$ cat src/rtl/serial_cmp_arbiter.sv
// serial_cmp_arbiter: two-requester round-robin front end for a bit-serial
// unsigned magnitude comparator. The operands are shifted MSB-first, one bit per
// clock, and the result is returned as a tagged gt/eq/lt one-hot on a
// valid/ready port.
// Optional build macro: SERIAL_CMP_EARLY_EXIT_EN. When it is defined, the
// shift phase ends on the first differing bit instead of always running
// WIDTH cycles.
module serial_cmp_arbiter #(
  parameter int WIDTH = 8
) (
  input  logic             clk,
  input  logic             reset,
  input  logic             req0_valid,
  output logic             req0_ready,
  input  logic [WIDTH-1:0] req0_a,
  input  logic [WIDTH-1:0] req0_b,
  input  logic             req1_valid,
  output logic             req1_ready,
  input  logic [WIDTH-1:0] req1_a,
  input  logic [WIDTH-1:0] req1_b,
  output logic             res_valid,
  input  logic             res_ready,
  output logic             res_id,
  output logic             res_gt,
  output logic             res_eq,
  output logic             res_lt,
  output logic             busy
);

  localparam int CNT_W = $clog2(WIDTH + 1);

  localparam logic [1:0] S_IDLE  = 2'd0;
  localparam logic [1:0] S_SHIFT = 2'd1;
  localparam logic [1:0] S_DONE  = 2'd2;

  localparam logic [1:0] C_EQ = 2'd0;
  localparam logic [1:0] C_GT = 2'd1;
  localparam logic [1:0] C_LT = 2'd2;

  logic [1:0]       r_state;
  logic [CNT_W-1:0] r_cnt;
  logic [1:0]       r_cmp;
  logic             r_id;
  logic             r_last;
  logic             r_gt;
  logic             r_eq;
  logic             r_lt;
  logic [WIDTH-1:0] r_sa;
  logic [WIDTH-1:0] r_sb;

  logic             w_idle;
  logic             w_grant;
  logic             w_hs;
  logic [WIDTH-1:0] w_sel_a;
  logic [WIDTH-1:0] w_sel_b;
  logic             w_differ;
  logic [1:0]       w_cmp_nxt;
  logic             w_exit;

  // The grant is only a proposal until the handshake. last_grant moves only when
  // a result is retired, so a requester that drops valid costs nothing.
  assign w_idle     = (r_state == S_IDLE) && !reset;
  assign w_grant    = (req0_valid && req1_valid) ? ~r_last : req1_valid;
  assign req0_ready = w_idle && req0_valid && !w_grant;
  assign req1_ready = w_idle && req1_valid && w_grant;
  assign w_hs       = req0_ready || req1_ready;
  assign w_sel_a    = w_grant ? req1_a : req0_a;
  assign w_sel_b    = w_grant ? req1_b : req0_b;
  assign w_differ   = r_sa[WIDTH-1] ^ r_sb[WIDTH-1];

  // Next compare verdict: the first differing bit decides, and the verdict then sticks.
  always_comb begin
    w_cmp_nxt = r_cmp;
    if (r_cmp == C_EQ && w_differ)
      w_cmp_nxt = r_sa[WIDTH-1] ? C_GT : C_LT;
  end

  // Shift phase termination: last bit consumed, or (optionally) verdict known.
  always_comb begin
    w_exit = (r_cnt == CNT_W'(1));
`ifdef SERIAL_CMP_EARLY_EXIT_EN
    if (r_cmp == C_EQ && w_differ)
      w_exit = 1'b1;
`else
    w_exit = w_exit;
`endif
  end

  // Sequencer state, arbitration history and the registered result.
  always_ff @(posedge clk or posedge reset) begin
    if (reset) begin
      r_state <= S_IDLE;
      r_cnt   <= '0;
      r_cmp   <= C_EQ;
      r_id    <= 1'b0;
      r_last  <= 1'b1;
      r_gt    <= 1'b0;
      r_eq    <= 1'b1;
      r_lt    <= 1'b0;
    end else begin
      case (r_state)
        S_IDLE: begin
          if (w_hs) begin
            r_state <= S_SHIFT;
            r_cnt   <= CNT_W'(WIDTH);
            r_cmp   <= C_EQ;
            r_id    <= w_grant;
          end
        end
        S_SHIFT: begin
          r_cnt <= r_cnt - CNT_W'(1);
          r_cmp <= w_cmp_nxt;
          if (w_exit) begin
            r_state <= S_DONE;
            r_gt    <= (w_cmp_nxt == C_GT);
            r_eq    <= (w_cmp_nxt == C_EQ);
            r_lt    <= (w_cmp_nxt == C_LT);
          end
        end
        S_DONE: begin
          if (res_ready) begin
            r_last  <= r_id;
            r_state <= S_IDLE;
          end
        end
        default: r_state <= S_IDLE;
      endcase
    end
  end

  // Operand shift registers: load on the handshake, then move MSB-first during the shift phase.
  always_ff @(posedge clk) begin
    if (w_hs) begin
      r_sa <= w_sel_a;
      r_sb <= w_sel_b;
    end else if (r_state == S_SHIFT) begin
      r_sa <= {r_sa[WIDTH-2:0], 1'b0};
      r_sb <= {r_sb[WIDTH-2:0], 1'b0};
    end
  end

  assign res_valid = (r_state == S_DONE);
  assign res_id    = r_id;
  assign res_gt    = r_gt;
  assign res_eq    = r_eq;
  assign res_lt    = r_lt;
  assign busy      = (r_state != S_IDLE);

endmodule

$ cat config.mk
export PLATFORM = sky130hd
export DESIGN_NAME = serial_cmp_arbiter
export DESIGN_NICKNAME = d
export VERILOG_FILES = /design/src/rtl/serial_cmp_arbiter.sv
export SDC_FILE = /design/constraint.sdc
export NUM_CORES = 1
export LEC_CHECK = 0
export BUFFER_PORTS_ARGS = -buffer_cell sky130_fd_sc_hd__clkbuf_2
export CAP_MARGIN = 20
export CORE_ASPECT_RATIO = 1.4
export CORE_UTILIZATION = 51
export DETAILED_ROUTE_END_ITERATION = 7
export PLACE_DENSITY_LB_ADDON = 0.08
export SYNTH_ARGS = -nofsm -noshare
export SYNTH_HDL_FRONTEND = slang
export SYNTH_SLANG_ARGS = --single-unit
$ cat constraint.sdc
create_clock -name clk -period 3.22 [get_ports clk]
set_input_delay 0.322 -clock clk [delete_from_list [all_inputs] [get_ports clk]]
set_output_delay 0.322 -clock clk [all_outputs]
set_load 0.01 [all_outputs]
After elaboration in Yosys (flattened, before gate mapping). Index checks and enable logic that the tools add are counted.

Add/sub/neg operators: 1. Multipliers: 0. Divide/modulo/power cells: 0. Magnitude comparators: 0. Equal/unequal tests: 8. Shift-type cells: 0. Multiplexer cells: 17. Bitwise logic cells: 2. Reduce and logical (&&, ||, !) cells: 21.

Operators with widths (count): $mux W8 (6); $mux W2 (6); $pmux W4 S2 (1); $reduce_and A2 Y1 (4); $logic_and A1 B1 Y1 (7); $logic_not A2 Y1 (3); $pmux W2 S3 (1); $reduce_bool A2 Y1 (3); $eq A2 B1 Y1 const B (2); $eq A2 B2 Y1 const B (2); $eq A4 B1 Y1 const B (1); $mux W4 (1); $ne A2 B2 Y1 const B (2); $pmux W2 S2 (1); $sub A4 B1 Y4 const B (1); $reduce_and A3 Y1 (1); $logic_not A1 Y1 (2); $ne A2 B1 Y1 const B (1); $logic_or A1 B1 Y1 (1); $mux W1 (1); $not A1 Y1 (1); $xor A1 B1 Y1 (1).

Register bits after elaboration: 29. Latch bits: 0. RAM bits: 0. Bits in read-only memories: 0. Input port bits: 37. Output and inout bits: 8. Logic and storage cells: 59. Memories kept: 0.

Longest topological paths before layout.
Depth after elaboration: 7. Mapped depth: 5. Mapped depth without buffers: 5.

Least setup slack after synthesis. Ideal clock, no wire load.

Kind: reg2reg. From: register r_state[1]. To: register r_sa[0], enable pin. Setup time: 0.414 ns. Arrival: 2.051 ns. Data required time: 2.806 ns. Setup slack: 0.756 ns. Cell stages (with the launch flop): 3. Path buffers: 0. Period minus slack after synthesis: 2.464 ns. Cell sequence: dfrtp_1 -> or3_1 -> o21ai_0.

Cells in the longest elaborated chain, start to end: 6. Elaborated cells on any way between the ends: 9. Classes of those cells: 1 x eq/ne; 8 x reduce/logical.

RTL lines: start, declared (line 40) `logic [1:0] r_state;`; start signal, assigned (line 92) `r_state <= S_IDLE;`; start signal, assigned (line 104) `r_state <= S_SHIFT;`; start signal, assigned (line 114) `r_state <= S_DONE;`; $logic_not A2 Y1 (line 62) `assign w_idle = (r_state == S_IDLE) && !reset;`; $logic_and A1 B1 Y1 (line 62); $logic_and A1 B1 Y1 (on tied branches) (2 in series) (line 64, 65); $logic_or A1 B1 Y1 (line 66) `assign w_hs = req0_ready || req1_ready;`; $reduce_bool A2 Y1 (no source line) *; end signal, assigned (line 134) `r_sa <= w_sel_a;`; end signal, assigned (line 137) `r_sa <= {r_sa[WIDTH-2:0], 1'b0};`; end, declared (line 48) `logic [WIDTH-1:0] r_sa;`.

Every way passes the cells marked *; elsewhere a longest branch is shown, timed or not. A chain may end at the register's enable or synchronous reset.

Worst setup path after layout.
From: register r_last. To: output port req1_ready.

Cells in the longest elaborated chain, start to end: 3.

RTL lines: start, declared (line 44) `logic r_last;`; start signal, assigned (line 122) `r_last <= r_id;`; $not A1 Y1 (line 63) `assign w_grant = (req0_valid && req1_valid) ? ~r_last : req1_valid;`; $mux W1 (line 63); $logic_and A1 B1 Y1 (line 65) `assign req1_ready = w_idle && req1_valid && w_grant;`; end, declared (line 18) `output logic req1_ready,`.

No other way between the ends.

==> results <==
- The flow ran to the end, and the final reports show no timing, DRC or antenna violations.
- For this run, the top clock speed supported by timing is approximately 520 MHz.
- The post-placement cell count is ~190.
- The detail-routed via count per cell is roughly 5.2.
- The required time of the worst setup path is about 2.9 ns.
- Among all flip-flop cells after synthesis, the most frequent one is edfxtp_1.
- The data arrival time of the critical path is 1.59 ns.
- After the first detailed-routing iteration, the DRC count stood at 11.
- The cell area that synthesis handed to floorplanning was 1540 µm².
- Compared with the post-synthesis result, the final layout area differs by 21.8%.
- The async set-reset flop share out of synthesis is 0.448.
- The TritonCTS sink count is 29.
- Hold repair after CTS inserted 0 buffers.
- The cell row count is 23.
- The routed length per placed instance is approximately 14 µm.
- Dividing total power by cell area gives a power density of roughly 850 nW/µm².
- The mean instance size in the synthesized netlist is about 13 µm².
- The non-filler instance count after layout is 201.
- The tool flagged a number of max-cap violations equal to 0.
- The number of antenna diodes in the final layout is 0.
- The element type at the critical path end is an output pin.
- After routing, the total negative slack on setup checks comes to 0 ns.
- The first TritonRoute pass finished after 3 iterations.
- The buffer count from post-CTS setup fixing is 0.
- The path type of the worst setup path is reg -> out.
- The clock skew after layout is 0.00383 ns.
- During I/O placement, the number of pins put on the boundary was 45.
- VDD sags by at most around 0.48 mV.
- The area share of the leading cell type in the synthesized netlist is 0.312.
- The buffer cell driving the clock tree root is clkbuf_8.
- The worst slack on hold paths is about 0.074 ns.
- In this run, synthesis inferred 16 flip-flops with an integrated enable.
- The H-tree was split into 2 levels.
- Detailed placement ended at an HPWL of between 2 and 2.5 mm.
- The number of buffers added by the clock tree synthesis step is 5.
- The post-route cell area is between 1500 and 2000 µm².
- The routed layout has about 1100 vias.
- The static power due to leakage is ~0.87 nW.
- The source-to-sink clock delay at the later pin of the worst-skew pair is roughly 0.28 ns.
- The number of endpoints failing setup at the final stage is 0.
- The floorplan die width is ~48 µm.
- The TritonCTS clock tree is done.
- The count of pins over their slew limit is 0.
- The total overflow left after global routing is 0.
- The die covers ~3200 µm².
- The cell type with the highest aggregate area in the netlist is edfxtp_1.
- Entering global routing, the biggest net connects 21 pins.
- The final weighted congestion in routability-driven placement is about 0.83.
- When the netlist entered floorplanning its net count stood at between 150 and 200.
- The sequential element share of the synthesized area is 0.525.
- The layout cell share with drive strength beyond 1 is 0.555.
- The routed design has 2.87 mm of wire.
- The number of antenna violations at the first check in global routing is 0.
- Counting distinct cell types in the post-synthesis netlist gives 30.
- Counting along the longest clock path gives a buffer depth of 2.
- The Yosys step of the flow raised 0 warnings.
- For the pin with the worst max-slew slack, the measured transition is ~0.67 ns.
- The remaining max-slew budget at the tightest pin is 0.552.
- The number of buffers inserted by port buffering is 44.
- The global-route wire length before repair is approximately 4.6 mm.
- The floorplan step set the die height to roughly 67 µm.
- The maximum fanout along the worst path is 18.
- The startpoint class of the critical path is a flip-flop.
- The synthesized instance count is 114.
- The number of failing hold endpoints at the final stage is 0.
- Setup repair after global routing left no endpoint under its margin.
- The initial utilization of the core area, before any placement, comes to 0.535.
- The final critical-path share of the clock period is 0.594.
- The count of nets left with antenna violations once routing finished came out at 0.
- Clock-pin slew was measured on the worst setup and hold paths at 0.06 ns.
- Sorting the synthesized cells by area gives the leading types as edfxtp_1, mux2_2, dfrtp_1.
- In this run, synthesis produced a sequential element count of 29.
- The number of cells upsized or downsized after cts is 0.
- The number of global-route vias before repair is a little over 1000.
- The post-layout net count is approximately 200.
- The total area inside the core boundary comes to ~2900 µm².
- Summing all placed instances gives a cell area of approximately 1800 µm².
- The residual DRC count is 0.
- After layout, the minimum clock period comes to ~1.9 ns.
- For this run, the total global-route usage over all layers was measured as 0.196.
- The worst hold-check path type is in -> async.
## routing by layer
| layer | part of all wire | vias to the layer above | global-route usage |
|---|---|---|---|
| li1 | - | 507 | - |
| met1 | 0.38 | 510 | 0.194 |
| met2 | 0.56 | 32 | 0.379 |
| met3 | 0.046 | 4 | 0.0548 |
| met4 | 0.015 | 0 | 0.0882 |
| met5 | 0 | - | 0 |
## stage by stage
step                total power, W  setup slack (ns)   util
floorplan                  0.00114             0.756      -
global placement           0.00127              1.29  0.623
detailed placement         0.00131              1.26  0.623
CTS                        0.00161              1.27  0.651
global route               0.00169              1.19  0.651
finish                     0.00159              1.31  0.651
## flip-flops by register name, indices dropped and copies added, names as in the netlist
name	flops
r_state	2
r_last	1
r_sa	8
res_gt	1
r_cmp	2
res_eq	1
r_sb	8
res_lt	1
r_cnt	4
res_id	1
## cell families after synthesis
logic type               share of synthesized area
AO/OA/AOI/OAI                               0.0577
adder cells (fa/ha/maj)                     0.0163
flip-flops                                   0.525
AND/OR/NAND/NOR                             0.0838
multiplexers                                 0.276
buffers and inverters                       0.0358
XOR/XNOR                                   0.00569
## final timing paths
path | end | from | cells past startpoint | slack [ns]
max in group asynchronous | r_last | reset | 2 | 2.78
min | r_state[0] | reset | 2 | 0.07
max | req1_ready | r_last | 3 | 1.31
min reg2reg | res_gt | res_gt | 1 | 0.51
max reg2reg | r_sb[5] | r_last | 3 | 1.35
min in group clk | r_state[1] | res_ready | 2 | 0.26
## layout by cell type (no fill, tap or decap), drive strengths merged, types with 2 or more instances in the layout
cell    instances
and2            2
mux2           33
clkbuf         50
inv             7
dfstp           2
nor3            3
a21oi           2
ha              2
dfrtp          11
o21ai           6
nand2b          5
mux2i           3
nand2           2
clkinv          2
edfxtp         16
nor2            4
o21a            2
buf             2
## critical path, cell delays in order (launching register included)
cell,delay (ns)
dfstp_2,0.38
a21boi_4,0.55
and2_1,0.25
clkbuf_2,0.14
## final cells by class
cell class | instances | area (µm²)
inverter | 7 | 26.3
sequential | 29 | 808
tap | 37 | 46.3
clock buffer | 6 | 72.6
timing repair buffer | 46 | 235
multi-input combinational | 74 | 676
clock inverter | 2 | 10.0
fill | 244 | 1000
## power breakdown
part           internal [W]  leakage (nW)  switching, W  total [W]
clock              0.000149        0.0450      0.000141   0.000290
sequential         0.000642         0.318      0.000101   0.000743
combinational      0.000293         0.506      0.000261   0.000554
total               0.00108         0.870      0.000503    0.00159
## synth_stat cells (all sizes together), types with 3 or more instances
cell type,instances
nand2b,5
mux2,33
mux2i,3
buf,3
o21ai,6
dfrtp,11
inv,7
nor3,3
edfxtp,16
nor2,4
No activity file was read; power rests on OpenSTA's default activity.
